===== config.mk =====
export PLATFORM = sky130hd
export DESIGN_NAME = led_matrix_scanner_flat
export DESIGN_NICKNAME = d
export VERILOG_FILES = /design/src/rtl/snake_pkg.sv /design/src/rtl/led_matrix_scanner_if.sv /design/src/rtl/led_matrix_scanner_scan_timer.sv /design/src/rtl/led_matrix_scanner.sv /design/src/flat_wrapper.sv
export SDC_FILE = /design/constraint.sdc
export NUM_CORES = 1
export LEC_CHECK = 0
export ABC_AREA = 1
export BUFFER_PORTS_ARGS = -buffer_cell sky130_fd_sc_hd__buf_2
export CAP_MARGIN = 10
export CORE_ASPECT_RATIO = 1.75
export CORE_MARGIN = 5
export CORE_UTILIZATION = 60
export DETAILED_ROUTE_END_ITERATION = 10
export HOLD_SLACK_MARGIN = 0.02
export PLACE_DENSITY = 0.92
export SLEW_MARGIN = 20
export SYNTH_ARGS = -nofsm -noshare
export SYNTH_HDL_FRONTEND = slang
export SYNTH_SLANG_ARGS = --single-unit

===== constraint.sdc =====
create_clock -name in_clka -period 2.5 [get_ports in_clka]
set_input_delay 0.625 -clock in_clka [delete_from_list [all_inputs] [get_ports in_clka]]
set_output_delay 0.625 -clock in_clka [all_outputs]
set_load 0.05 [all_outputs]

===== src/rtl/snake_pkg.sv =====
// Shared types and constants for the snake game's LED matrix path.
// Image bit 8*r+c is row r, column c.
package snake_pkg;

  localparam int MATRIX_ROWS = 8;
  localparam int MATRIX_COLS = 8;
  localparam int LED_INDEX_W = 6;
  localparam int IMAGE_W     = MATRIX_ROWS * MATRIX_COLS;

  localparam logic [MATRIX_ROWS-1:0] ROW_IDLE = 8'hFF;

  typedef logic [2:0]             row_t;
  typedef logic [MATRIX_COLS-1:0] col_t;
  typedef logic [IMAGE_W-1:0]     image_t;
  typedef logic [LED_INDEX_W-1:0] led_idx_t;

  typedef struct packed {
    row_t row;
    logic first;
    logic boundary;
    logic blink_phase;
  } scan_t;

  function automatic logic [MATRIX_ROWS-1:0] row_select(row_t r);
    return ~(MATRIX_ROWS'(1) << r);
  endfunction

  function automatic col_t row_slice(image_t img, row_t r);
    return img[{r, 3'b000} +: MATRIX_COLS];
  endfunction

endpackage


===== src/rtl/led_matrix_scanner_if.sv =====
// Image handshake between the game logic and the matrix scanner.
// Master drives the image and valid; slave returns ready.
interface led_matrix_scanner_if;
  import snake_pkg::*;

  image_t in_led_array_flat;
  logic   in_frame_valid;
  logic   out_frame_ready;

  modport master (
    output in_led_array_flat,
    output in_frame_valid,
    input  out_frame_ready
  );

  modport slave (
    input  in_led_array_flat,
    input  in_frame_valid,
    output out_frame_ready
  );

endinterface


===== src/rtl/led_matrix_scanner_scan_timer.sv =====
// Row/dwell scan counters, frame counter and blink phase.
// scan reflects the current scan position; frame_done is registered.
module scan_timer
  import snake_pkg::*;
#(
  parameter int DWELL_CYCLES = 4,
  parameter int BLINK_FRAMES = 8
) (
  input  logic  clk,
  input  logic  rst,
  output scan_t scan,
  output logic  frame_done
);

  logic [7:0] dwell;
  logic [7:0] dwell_nx;
  row_t       row;
  row_t       row_nx;
  logic [7:0] fcnt;
  logic [7:0] fcnt_nx;
  logic       phase;
  logic       phase_nx;
  logic       last_dwell;
  logic       boundary;

  assign last_dwell = dwell == 8'(DWELL_CYCLES - 1);
  assign boundary   = last_dwell
                   && row == row_t'(MATRIX_ROWS - 1);

  always_comb begin
    dwell_nx = dwell + 8'd1;
    row_nx   = row;
    fcnt_nx  = fcnt;
    phase_nx = phase;
    if (last_dwell) begin
      dwell_nx = '0;
      row_nx   = row + 3'd1;
    end
    if (boundary) begin
      if (fcnt == 8'(BLINK_FRAMES - 1)) begin
        fcnt_nx  = '0;
        phase_nx = ~phase;
      end else begin
        fcnt_nx = fcnt + 8'd1;
      end
    end
  end

  always_ff @(posedge clk) begin
    if (rst) begin
      dwell      <= '0;
      row        <= '0;
      fcnt       <= '0;
      phase      <= 1'b0;
      frame_done <= 1'b0;
    end else begin
      dwell      <= dwell_nx;
      row        <= row_nx;
      fcnt       <= fcnt_nx;
      phase      <= phase_nx;
      frame_done <= boundary;
    end
  end

  assign scan = '{
    row:         row,
    first:       dwell == 8'd0,
    boundary:    boundary,
    blink_phase: phase
  };

endmodule


===== src/rtl/led_matrix_scanner.sv =====
// 8x8 LED matrix row scanner with double-buffered image
// and single-LED blink; buffers swap only at frame ends.
module led_matrix_scanner
  import snake_pkg::*;
#(
  parameter int DWELL_CYCLES = 4,
  parameter int BLINK_FRAMES = 8
) (
  input  logic                   in_clka,
  input  logic                   in_restart,
  led_matrix_scanner_if.slave    frame_bus,
  input  logic                   in_blink_en,
  input  led_idx_t               in_blink_index,
  output logic [MATRIX_ROWS-1:0] out_row_cathode,
  output col_t                   out_column_anode,
  output logic                   out_frame_done
);

  scan_t  scan;
  image_t active;
  image_t pending;
  logic   pending_full;
  logic   accept;
  col_t   row_data;
  col_t   blink_mask;
  col_t   column;
  logic   blink_hit;

  scan_timer #(
    .DWELL_CYCLES (DWELL_CYCLES),
    .BLINK_FRAMES (BLINK_FRAMES)
  ) u_timer (
    .clk        (in_clka),
    .rst        (in_restart),
    .scan       (scan),
    .frame_done (out_frame_done)
  );

  assign accept = frame_bus.in_frame_valid
               && !pending_full;
  assign frame_bus.out_frame_ready = !pending_full;

  // Accept never coincides with promotion: accept needs pending empty.
  always_ff @(posedge in_clka) begin
    if (in_restart) begin
      active       <= '0;
      pending      <= '0;
      pending_full <= 1'b0;
    end else if (scan.boundary && pending_full) begin
      active       <= pending;
      pending_full <= 1'b0;
    end else if (accept) begin
      pending      <= frame_bus.in_led_array_flat;
      pending_full <= 1'b1;
    end
  end

  always_comb begin
    row_data   = row_slice(active, scan.row);
    blink_hit  = in_blink_en
              && scan.blink_phase
              && in_blink_index[5:3] == scan.row;
    blink_mask = '0;
    if (blink_hit)
      blink_mask = col_t'(1) << in_blink_index[2:0];
    // First dwell cycle of each row is blanked against ghosting.
    if (scan.first)
      column = '0;
    else
      column = row_data & ~blink_mask;
  end

  always_ff @(posedge in_clka) begin
    if (in_restart) begin
      out_row_cathode  <= ROW_IDLE;
      out_column_anode <= '0;
    end else begin
      out_row_cathode  <= row_select(scan.row);
      out_column_anode <= column;
    end
  end

endmodule

===== src/flat_wrapper.sv =====
// flat-port wrapper written by rule: the top's interface ports become plain ports
module led_matrix_scanner_flat import snake_pkg::*;
#(
  parameter int DWELL_CYCLES = 4,
  parameter int BLINK_FRAMES = 8
)
  (in_clka, in_restart, in_blink_en, in_blink_index, out_row_cathode, out_column_anode, out_frame_done, frame_bus_in_led_array_flat, frame_bus_in_frame_valid, frame_bus_out_frame_ready);
  led_matrix_scanner_if frame_bus_i ();
  input  logic in_clka;
  input  logic in_restart;
  input  logic in_blink_en;
  input  led_idx_t in_blink_index;
  output logic [MATRIX_ROWS-1:0] out_row_cathode;
  output col_t out_column_anode;
  output logic out_frame_done;
  input wire logic [$bits(frame_bus_i.in_led_array_flat)-1:0] frame_bus_in_led_array_flat;
  input wire logic [$bits(frame_bus_i.in_frame_valid)-1:0] frame_bus_in_frame_valid;
  output wire logic [$bits(frame_bus_i.out_frame_ready)-1:0] frame_bus_out_frame_ready;
  assign frame_bus_i.in_led_array_flat = frame_bus_in_led_array_flat;
  assign frame_bus_i.in_frame_valid = frame_bus_in_frame_valid;
  assign frame_bus_out_frame_ready = frame_bus_i.out_frame_ready;
  led_matrix_scanner #(.DWELL_CYCLES(DWELL_CYCLES), .BLINK_FRAMES(BLINK_FRAMES)) u_core (.in_clka(in_clka), .in_restart(in_restart), .frame_bus(frame_bus_i), .in_blink_en(in_blink_en), .in_blink_index(in_blink_index), .out_row_cathode(out_row_cathode), .out_column_anode(out_column_anode), .out_frame_done(out_frame_done));
endmodule

==> Yosys cells after proc, flatten, opt, wreduce, memory -nomap -nowiden <==
Index checks and enable logic that the tools add are counted.
{ "totals": {"regBits": 166} }
{ "op_classes": {"addsub": 3, "n_eq_ne": 4, "n_shift": 3, "muxes": 2, "n_bitwise": 5, "n_reduce_logical": 12} }
{ "ops": {"columns": ["cell", "n"], "rows": [
  ["$shiftx A64 B7 Y8", 1],
  ["$add A8 B1 Y8 const B", 2],
  ["$mux W8", 2],
  ["$not A8 Y8", 2],
  ["$shl A1 B3 Y8 const A", 2],
  ["$and A8 B8 Y8", 1],
  ["$eq A8 B2 Y1 const B", 1],
  ["$eq A8 B3 Y1 const B", 1],
  ["$logic_not A8 Y1", 1],
  ["$reduce_or A2 Y1", 3],
  ["$logic_and A1 B1 Y1", 5],
  ["$reduce_and A2 Y1", 2],
  ["$add A3 B1 Y3 const B", 1],
  ["$eq A3 B3 Y1", 1],
  ["$eq A3 B3 Y1 const B", 1],
  ["$not A1 Y1", 2],
  ["$logic_not A1 Y1", 1]
]} }

==> Depth between registers and ports, before layout <==
Gate-level depths: netlist of the first run.
{ "depth": {"depth_word": 5, "depth_mapped": 9} }

==> Modules after synthesis <==
Synthesis of the first run repeated with hierarchy kept, for this count alone.
{ "unflattened": {"cells_unflattened": 944, "hier_area_um2": 6776.5} }
{ "modules_own_cells": {"columns": ["module", "instances", "cells_per_inst", "area_each_um2", "seq_area_each_um2"], "rows": [
  ["led_matrix_scanner", 1, 791, 5705.5, 2902.8],
  ["scan_timer", 1, 153, 1071.0, 420.4]
]} }

==> Worst setup path after synthesis of the first run <==
No wires, ideal clock.
{ "synth_path": {"path_type": "input to register", "from": "in in_restart", "to": "reg u_core.out_row_cathode[4]", "setup_ps": 137, "arrival_time_ps": 1452, "required_ps": 2363, "path_slack_ps": 911, "path_stages": 5, "cell_sequence": "buf_2 inv_1 clkbuf_1 clkbuf_1 nand3_1"} }
{ "synth_lines": {"columns": ["item", "line", "text"], "rows": [
  ["from (decl)", "flat_wrapper.sv:10", "input logic in_restart;"],
  ["to (signal assigned)", "led_matrix_scanner.sv:78", "out_row_cathode <= row_select(scan.row);"],
  ["to (decl)", "led_matrix_scanner.sv:14", "output logic [MATRIX_ROWS-1:0] out_row_cathode,"]
]} }
No word-level cell between the ends.

==> Worst setup path after layout of the first run <==
{ "layout_path": {"from": "reg u_core.u_timer.row[0]", "to": "reg u_core.out_column_anode[6]"} }
{ "layout_between": {"elab_chain_cells": 5, "word_cells_on_any_way": 6} }
{ "layout_lines": {"columns": ["item", "line", "text"], "rows": [
  ["from (decl)", "led_matrix_scanner_scan_timer.sv:17", "row_t row;"],
  ["from (signal assigned)", "led_matrix_scanner_scan_timer.sv:58", "row <= row_nx;"],
  ["parallel branches: the longest is 4 deep, another holds $shiftx A64 B7 Y8", null, null],
  ["$and A8 B8 Y8 *", "led_matrix_scanner.sv:70", "column = row_data & ~blink_mask;"],
  ["to (signal assigned)", "led_matrix_scanner.sv:79", "out_column_anode <= column;"],
  ["to (decl)", "led_matrix_scanner.sv:15", "output col_t out_column_anode,"]
]} }
Every way passes the cells marked *.
A chain may end at the register's enable or synchronous reset.

==> summary.txt, run 1 <==
Final layout
  – Number of inserted diodes: 0
  – Fraction of final layout cells sized beyond drive strength 1: 13.0%
  – Utilization after layout: 70.2%
  – Final net count: 1174
  – Relative area change from synthesis to final layout: 15.5%

Power
  – Power per cell area: 721 nW/µm²
  – Share of total power in sequential cells: 48.2%
  – Internal power consumption: 0.00437 W
  – Proportion of power drawn by the clock network: 43.4%
  – Net Sw Power: 0.00146 W
  – Static Leak: 4.02 nW
  – Combinational Power Share: 8.4%
  – Maximum ir drop on the vdd rail: 0.000553 V
  – Switching power as a share of total power: 25.0%

Critical path
  – Critical path endpoint category: flip-flop
  – Register-to-register path setup slack: 490 ps
  – Crit path top cell by count: sky130_fd_sc_hd__nand2_1
  – Number of cells on the worst reg-to-reg path: 8
  – CP startpoint kind: flip-flop
  – Cell Chain, Critical Path: buf_4 > inv_2 > nand2_1 > nand2_1 > a21oi_1 > nand3_1 > nand2_1 > nor2_1
  – Number of buffers and inverters on the critical path: 2
  – Critical Path RT: 2810 ps
  – Launch instance of the worst register-to-register path: u_core.u_timer.row[0]
  – Cell type group with the largest total delay on the critical path: buffers and inverters
  – Worst path arrival time: 2330 ps
  – Largest driver fanout on the critical path: 37
  – End of the worst register-to-register path: u_core.out_column_anode[6]
  – CP Class: reg -> reg
  – Number of gates on the worst path with buffers counted: 8
  – Slowest CP cell: sky130_fd_sc_hd__a21oi_1
  – Critical Path Max Stage Delay: 470 ps

STA
  – Unrepaired setup endpoints after global routing: no
  – Count of final setup violators: 0
  – Max transition margin: 46.5%
  – PnR worst setup slack: 486 ps
  – Setup Total Neg Slack: 0 ps
  – Shortest clock period the worst path allows after layout: 2010 ps
  – Final clock period utilization by the worst path: 80.6%
  – Setup clock skew after layout: 8.08 ps
  – Top achievable clock speed: 497 MHz
  – Worst hold slack across all endpoints: 419 ps
  – Max-slew violation count: 0
  – Pin slew with the least headroom to its limit: 799 ps
  – Hold Vio Cnt, Final: 0

Detailed routing
  – Starting DRC count in detailed routing: 474
  – Antenna Nets Post-Route: 0
  – Pre-Repair DR Iteration Count: 5
  – Vias after detailed routing: 6525
  – Routed length per placed instance: 13.9 µm
  – Via-to-Cell Ratio: 5.27
  – Remaining DRCs: 0
  – Total wirelength of the detailed-routed design: 17.2 mm

Global route
  – Initial antenna violation count: 0
  – Maximum number of pins on one net before global-route repair: 68
  – Total congestion overflow: 0
  – Routing layer with the top usage in global route: met2
  – Met2 layer usage reported by global route: 44.2%
  – M3 GR Usage: 5.07%
  – Number of global-route vias before repair: 6370
  – Global-route wire length before repair: 28.0 mm
  – Global routing usage summed across all routing layers: 24.7%
  – Grt met1 use: 25.5%

Yosys
  – Synthesized instance count: 1026
  – Proportion of synthesized flip-flops having asynchronous set or reset: 0%
  – Number of flip-flops and latches in the synthesized netlist: 166
  – Count of distinct cell types in the synthesized netlist: 27
  – Top-area cell type share of the netlist area: 47.5%
  – Netlist area before placement: 6990 µm²
  – Post-synth top cells: sky130_fd_sc_hd__nor2_1 (292), sky130_fd_sc_hd__nand2_1 (193), sky130_fd_sc_hd__dfxtp_1 (166)
  – Post-synth net total: 1109
  – Synth warnings: 0
  – Cell types with the largest area share after synthesis: sky130_fd_sc_hd__dfxtp_1 (48%), sky130_fd_sc_hd__nor2_1 (16%), sky130_fd_sc_hd__nand2_1 (10%)
  – Predominant post-synthesis flop cell: sky130_fd_sc_hd__dfxtp_1
  – Cell type with the largest total area after synthesis: sky130_fd_sc_hd__dfxtp_1
  – Avg Synthesized Cell Area: 6.82 µm²
  – Count of flip-flops with a built-in enable after synthesis: 0
  – Sequential-to-total area share from yosys stat: 47.5%
  – Most frequently used cell type in the post-synthesis netlist: sky130_fd_sc_hd__nor2_1

Min path
  – Hold path startpoint: frame_bus_in_led_array_flat[0]
  – Worst Hold Depth: 3
  – Kind of path behind the tightest hold check: in -> reg
  – Hold EP: u_core.pending[0]

CTS
  – H-tree depth reported by CTS: 4
  – Root buffer cell: sky130_fd_sc_hd__clkbuf_16
  – Number of gates resized after cts: 0
  – Deepest clock path buffer count: 2
  – Post-CTS Setup Repair Bufs: 0
  – TritonCTS clock tree: built
  – Post-CTS Hold Buffers: 0
  – Number of buffers created by CTS: 17
  – Later-pin clock latency in the skew report: 420 ps
  – Number of clock sinks seen by CTS: 166
  – Worst-path clk slew: 60 ps

Outcome
  – Outcome: finished, final reports clean

Job
  – MaxCap Viol Count: 0

Place
  – Final weighted congestion of routability-driven global placement: 0.898
  – Worst Setup Slack post-DPL: 537 ps
  – Port-buffer cells: 91
  – Detailed Place HPWL: 11.7 mm

Floorplanning
  – Initial standard-cell utilization of the core: 60.7%
  – Ports: 92
  – Total die area: 14000 µm²
  – Core Area: 11500 µm²
  – Site row count: 52
  – Die Wd: 91.6 µm
  – Floorplan die height: 153 µm
==> sequential cells by signal, indices dropped and copies added, names as in the netlist <==
signal and flops:
u_core.u_timer.dwell 8, u_core.pending 64, u_core.out_column_anode 8, u_core.active 64, u_core.u_timer.phase 1, u_core.u_timer.fcnt 8
u_core.pending_full 1, u_core.u_timer.frame_done 1, u_core.u_timer.row 3, u_core.out_row_cathode 8
==> stage by stage <==
stage | power, W | std cells | instance area, µm²
2_1_floorplan | 0.00317 | 1026 | 6990
3_3_place_gp | 0.00333 | 1207 | 7490
5_1_grt | 0.00604 | 1239 | 8080
6_report | 0.00583 | 1239 | 8080
3_5_place_dp | 0.00334 | 1207 | 7490
4_1_cts | 0.00585 | 1239 | 8080
==> power groups by stage <==
stage                     Combinational (W)  Sequential, W  Clock [W]
after floorplan                    0.000285        0.00288          0
after global placement             0.000470        0.00286          0
after detailed placement           0.000483        0.00286          0
after CTS                          0.000486        0.00281    0.00256
after global routing               0.000548        0.00282    0.00268
final                              0.000489        0.00281    0.00253
==> cell usage in the layout, fill, tap and decap left out, drive strengths merged <==
cell type / instances
a21oi: 43
a31oi: 1
buf: 103
bufinv: 1
clkbuf: 20
clkinv: 6
clkinvlp: 4
dfxtp: 166
ha: 9
inv: 102
nand2: 194
nand3: 40
nand3b: 1
nand4: 5
nor2: 294
nor3: 12
nor3b: 1
o211ai: 1
o21ai: 100
xor2: 1
==> cell type report <==
| cell class | instances | area [µm²] |
|---|---|---|
| fill | 892 | 3440 |
| sequential | 166 | 3320 |
| multi-input combinational | 702 | 3030 |
| timing repair buffer | 103 | 596 |
| clock buffer | 20 | 467 |
| inverter | 101 | 380 |
| tap | 135 | 169 |
| clock inverter | 12 | 118 |
==> metal layers <==
layer	share of wire, %	vias up	routed length [µm]
li1	-	3300	-
met1	36	2878	6210
met2	52	259	8970
met3	5.5	88	947
met4	6.2	0	1060
met5	0	-	0
==> worst reg2reg max path, delay by kind of cell (launching register included) <==
family	cells	cell delay (ps)
and+or+nand+nor	5	510
buffers and inverters	2	600
AOI/OAI and AO/OA	1	470
DFF	1	330
==> cell families (layout without fill, tap and decap cells) <==
group	Yosys count	count (layout)	synth area share (%)
simple gates	547	547	30.9
flops	166	166	47.5
buf+inv	158	236	9.43
compound gates	145	145	10.4
fa+ha+maj	9	9	1.61
xor+xnor	1	1	0.125
==> how the worst max path moves through the flow <==
| stage | startpoint | endpoint | slack (ps) |
|---|---|---|---|
| detailed placement | u_core.u_timer.row[0] | u_core.out_column_anode[6] | 540 |
| global route | u_core.u_timer.row[0] | u_core.out_column_anode[6] | 300 |
| CTS | u_core.u_timer.row[0] | u_core.out_column_anode[6] | 520 |
| finish | u_core.u_timer.row[0] | u_core.out_column_anode[6] | 490 |
| floorplan | in_restart | u_core.out_row_cathode[4] | 910 |
| global placement | u_core.u_timer.row[1] | u_core.u_timer.phase | 600 |
No activity file was read; power rests on OpenSTA's default activity.
==> run 2, diff against run 1 <==
CORE_UTILIZATION = 57   (was 60)
PLACE_DENSITY = 0.89   (was 0.92)
clock period = 2 ns   (was 2.5 ns; I/O delays follow)
==> summary.txt, run 2 (synthesis results as in run 1) <==
CTS
  – Worst-path clk slew: 70 ps
  – TritonCTS clock tree: built
  – Later-pin clock latency in the skew report: 430 ps
  – Number of clock sinks seen by CTS: 166
  – Deepest clock path buffer count: 2
  – Root buffer cell: sky130_fd_sc_hd__clkbuf_16
  – Number of buffers created by CTS: 17
  – Post-CTS Hold Buffers: 0
  – H-tree depth reported by CTS: 4

Critical path
  – Cell type group with the largest total delay on the critical path: buffers and inverters
  – CP Class: reg -> reg
  – Worst path arrival time: 2140 ps
  – Launch instance of the worst register-to-register path: u_core.u_timer.row[1]
  – CP startpoint kind: flip-flop
  – Critical Path Max Stage Delay: 460 ps
  – Number of buffers and inverters on the critical path: 2
  – End of the worst register-to-register path: u_core.u_timer.row[1]
  – Critical Path RT: 2300 ps
  – Critical path endpoint category: flip-flop
  – Number of cells on the worst reg-to-reg path: 5
  – Cell Chain, Critical Path: buf_4 > clkinv_1 > ha_1 > o21ai_0 > a21oi_1
  – Slowest CP cell: sky130_fd_sc_hd__clkinv_1
  – Register-to-register path setup slack: 160 ps
  – Largest driver fanout on the critical path: 20

Power
  – Proportion of power drawn by the clock network: 43.1%
  – Internal power consumption: 0.00540 W
  – Share of total power in sequential cells: 48.5%
  – Net Sw Power: 0.00184 W
  – Power per cell area: 892 nW/µm²
  – Switching power as a share of total power: 25.4%
  – Pwr Total: 0.00724 W
  – Maximum ir drop on the vdd rail: 0.000618 V
  – Static Leak: 4.03 nW
  – Combinational Power Share: 8.4%

Final layout
  – Registers with the most flip-flops: u_core.active: 64 flops, u_core.pending: 64 flops
  – Storage element area: 3320 µm²
  – Number of inserted diodes: 0
  – Relative area change from synthesis to final layout: 16.2%
  – Fraction of final layout cells sized beyond drive strength 1: 13.4%
  – Combined area of the multi-input logic cells: 3030 µm²
  – Leading cell types in the layout, fill and taps excluded: sky130_fd_sc_hd__nor2_1 (291), sky130_fd_sc_hd__nand2_1 (193), sky130_fd_sc_hd__dfxtp_1 (166)
  – Final net count: 1179
  – Number of filler instances in the final layout: 998
  – Most common cell after layout, fill and taps aside: sky130_fd_sc_hd__nor2_1

Detailed routing
  – Remaining DRCs: 0
  – Total wirelength of the detailed-routed design: 17.0 mm
  – Vias after detailed routing: 6479
  – Antenna Nets Post-Route: 0
  – Via-to-Cell Ratio: 5.09
  – Starting DRC count in detailed routing: 408
  – Routed length per placed instance: 13.3 µm
  – Pre-Repair DR Iteration Count: 6

Global route
  – Number of global-route vias before repair: 6057
  – Global-route wire length before repair: 27.4 mm
  – Global routing usage summed across all routing layers: 23.7%
  – Initial antenna violation count: 0
  – Maximum number of pins on one net before global-route repair: 103
  – Total congestion overflow: 0

Floorplanning
  – Site row count: 53
  – Initial standard-cell utilization of the core: 58.3%
  – Floorplan die height: 157 µm
  – Core Area: 12000 µm²
  – Total die area: 14700 µm²
  – Ports: 92
  – Die Wd: 93.7 µm

STA
  – Top achievable clock speed: 542 MHz
  – Count of final setup violators: 0
  – Shortest clock period the worst path allows after layout: 1840 ps
  – Setup clock skew after layout: 11.0 ps
  – Setup Total Neg Slack: 0 ps
  – Hold Vio Cnt, Final: 0
  – Final clock period utilization by the worst path: 92.2%
  – Max transition margin: 62.6%
  – Unrepaired setup endpoints after global routing: no
  – Max-slew violation count: 0
  – Worst hold slack across all endpoints: 292 ps
  – Pin slew with the least headroom to its limit: 557 ps

Min path
  – Kind of path behind the tightest hold check: in -> reg
  – Hold path startpoint: frame_bus_in_led_array_flat[47]
  – Worst Hold Depth: 3
  – Hold EP: u_core.pending[47]

Place
  – Detailed Place HPWL: 11.8 mm
  – Port-buffer cells: 91
  – Final weighted congestion of routability-driven global placement: 0.993

Outcome
  – Outcome: finished, final reports clean

Job
  – MaxCap Viol Count: 0
## run 2: power by group through the flow
stage	clock [W]	sequential (W)	combinational [W]
after floorplan	0	0.00360	0.000356
after global placement	0	0.00358	0.000587
after detailed placement	0	0.00358	0.000600
after CTS	0.00315	0.00351	0.000603
after global routing	0.00329	0.00353	0.000683
final	0.00312	0.00351	0.000607
## run 2: layer usage
| metal | wire (µm) | vias to the layer above | track usage, % |
|---|---|---|---|
| met3 | 883 | 58 | 4.81 |
| met2 | 8810 | 216 | 42.1 |
| met5 | 0 | - | 0 |
| met4 | 864 | 0 | 14.3 |
| li1 | - | 3316 | - |
| met1 | 6400 | 2889 | 25.3 |
## run 2: area by class of cell
cell class                      count  share of cell area, %
Multi-Input combinational cell    702                   37.3
Clock inverter                     13                   1.49
Clock buffer                       19                   5.45
Sequential cell                   166                   40.9
Inverter                          101                   4.68
Tap cell                          165                   2.54
Timing Repair Buffer              108                   7.64
## run 2: worst min-delay path: cells and delay by family
kind / cells / cell delay (ps)
buf+inv: 1 / 70
simple gates: 2 / 110
## run 2: how the worst max path moves through the flow
stage | end | slack (ps) | cells after the start | start
3_5_place_dp | u_core.out_column_anode[0] | 120 | 8 | u_core.u_timer.row[0]
4_1_cts | u_core.out_column_anode[0] | 130 | 8 | u_core.u_timer.row[0]
6_report | u_core.u_timer.row[1] | 160 | 5 | u_core.u_timer.row[1]
2_1_floorplan | u_core.u_timer.phase | 430 | 8 | u_core.u_timer.row[0]
5_1_grt | u_core.u_timer.row[1] | 10 | 5 | u_core.u_timer.row[1]
3_3_place_gp | u_core.out_column_anode[4] | 230 | 8 | u_core.u_timer.row[0]
## run 2: repair_timing
| item | 4_1_cts | 5_1_grt |
|---|---|---|
| resized for setup | 0 | 1 |
| buffers inserted | 0 | 0 |
| endpoints found under the setup margin | 0 | 8 |
## run 2: metrics by stage
| stage | setup slack (ps) | utilization, % | cell area, µm² | instances |
|---|---|---|---|---|
| CTS | 131 | 67.7 | 8120 | 1274 |
| global placement | 231 | 63.0 | 7560 | 1242 |
| finish | 155 | 67.7 | 8130 | 1274 |
| floorplan | 427 | - | 6990 | 1026 |
| detailed placement | 118 | 63.0 | 7560 | 1242 |
| global route | 13.0 | 67.7 | 8130 | 1274 |
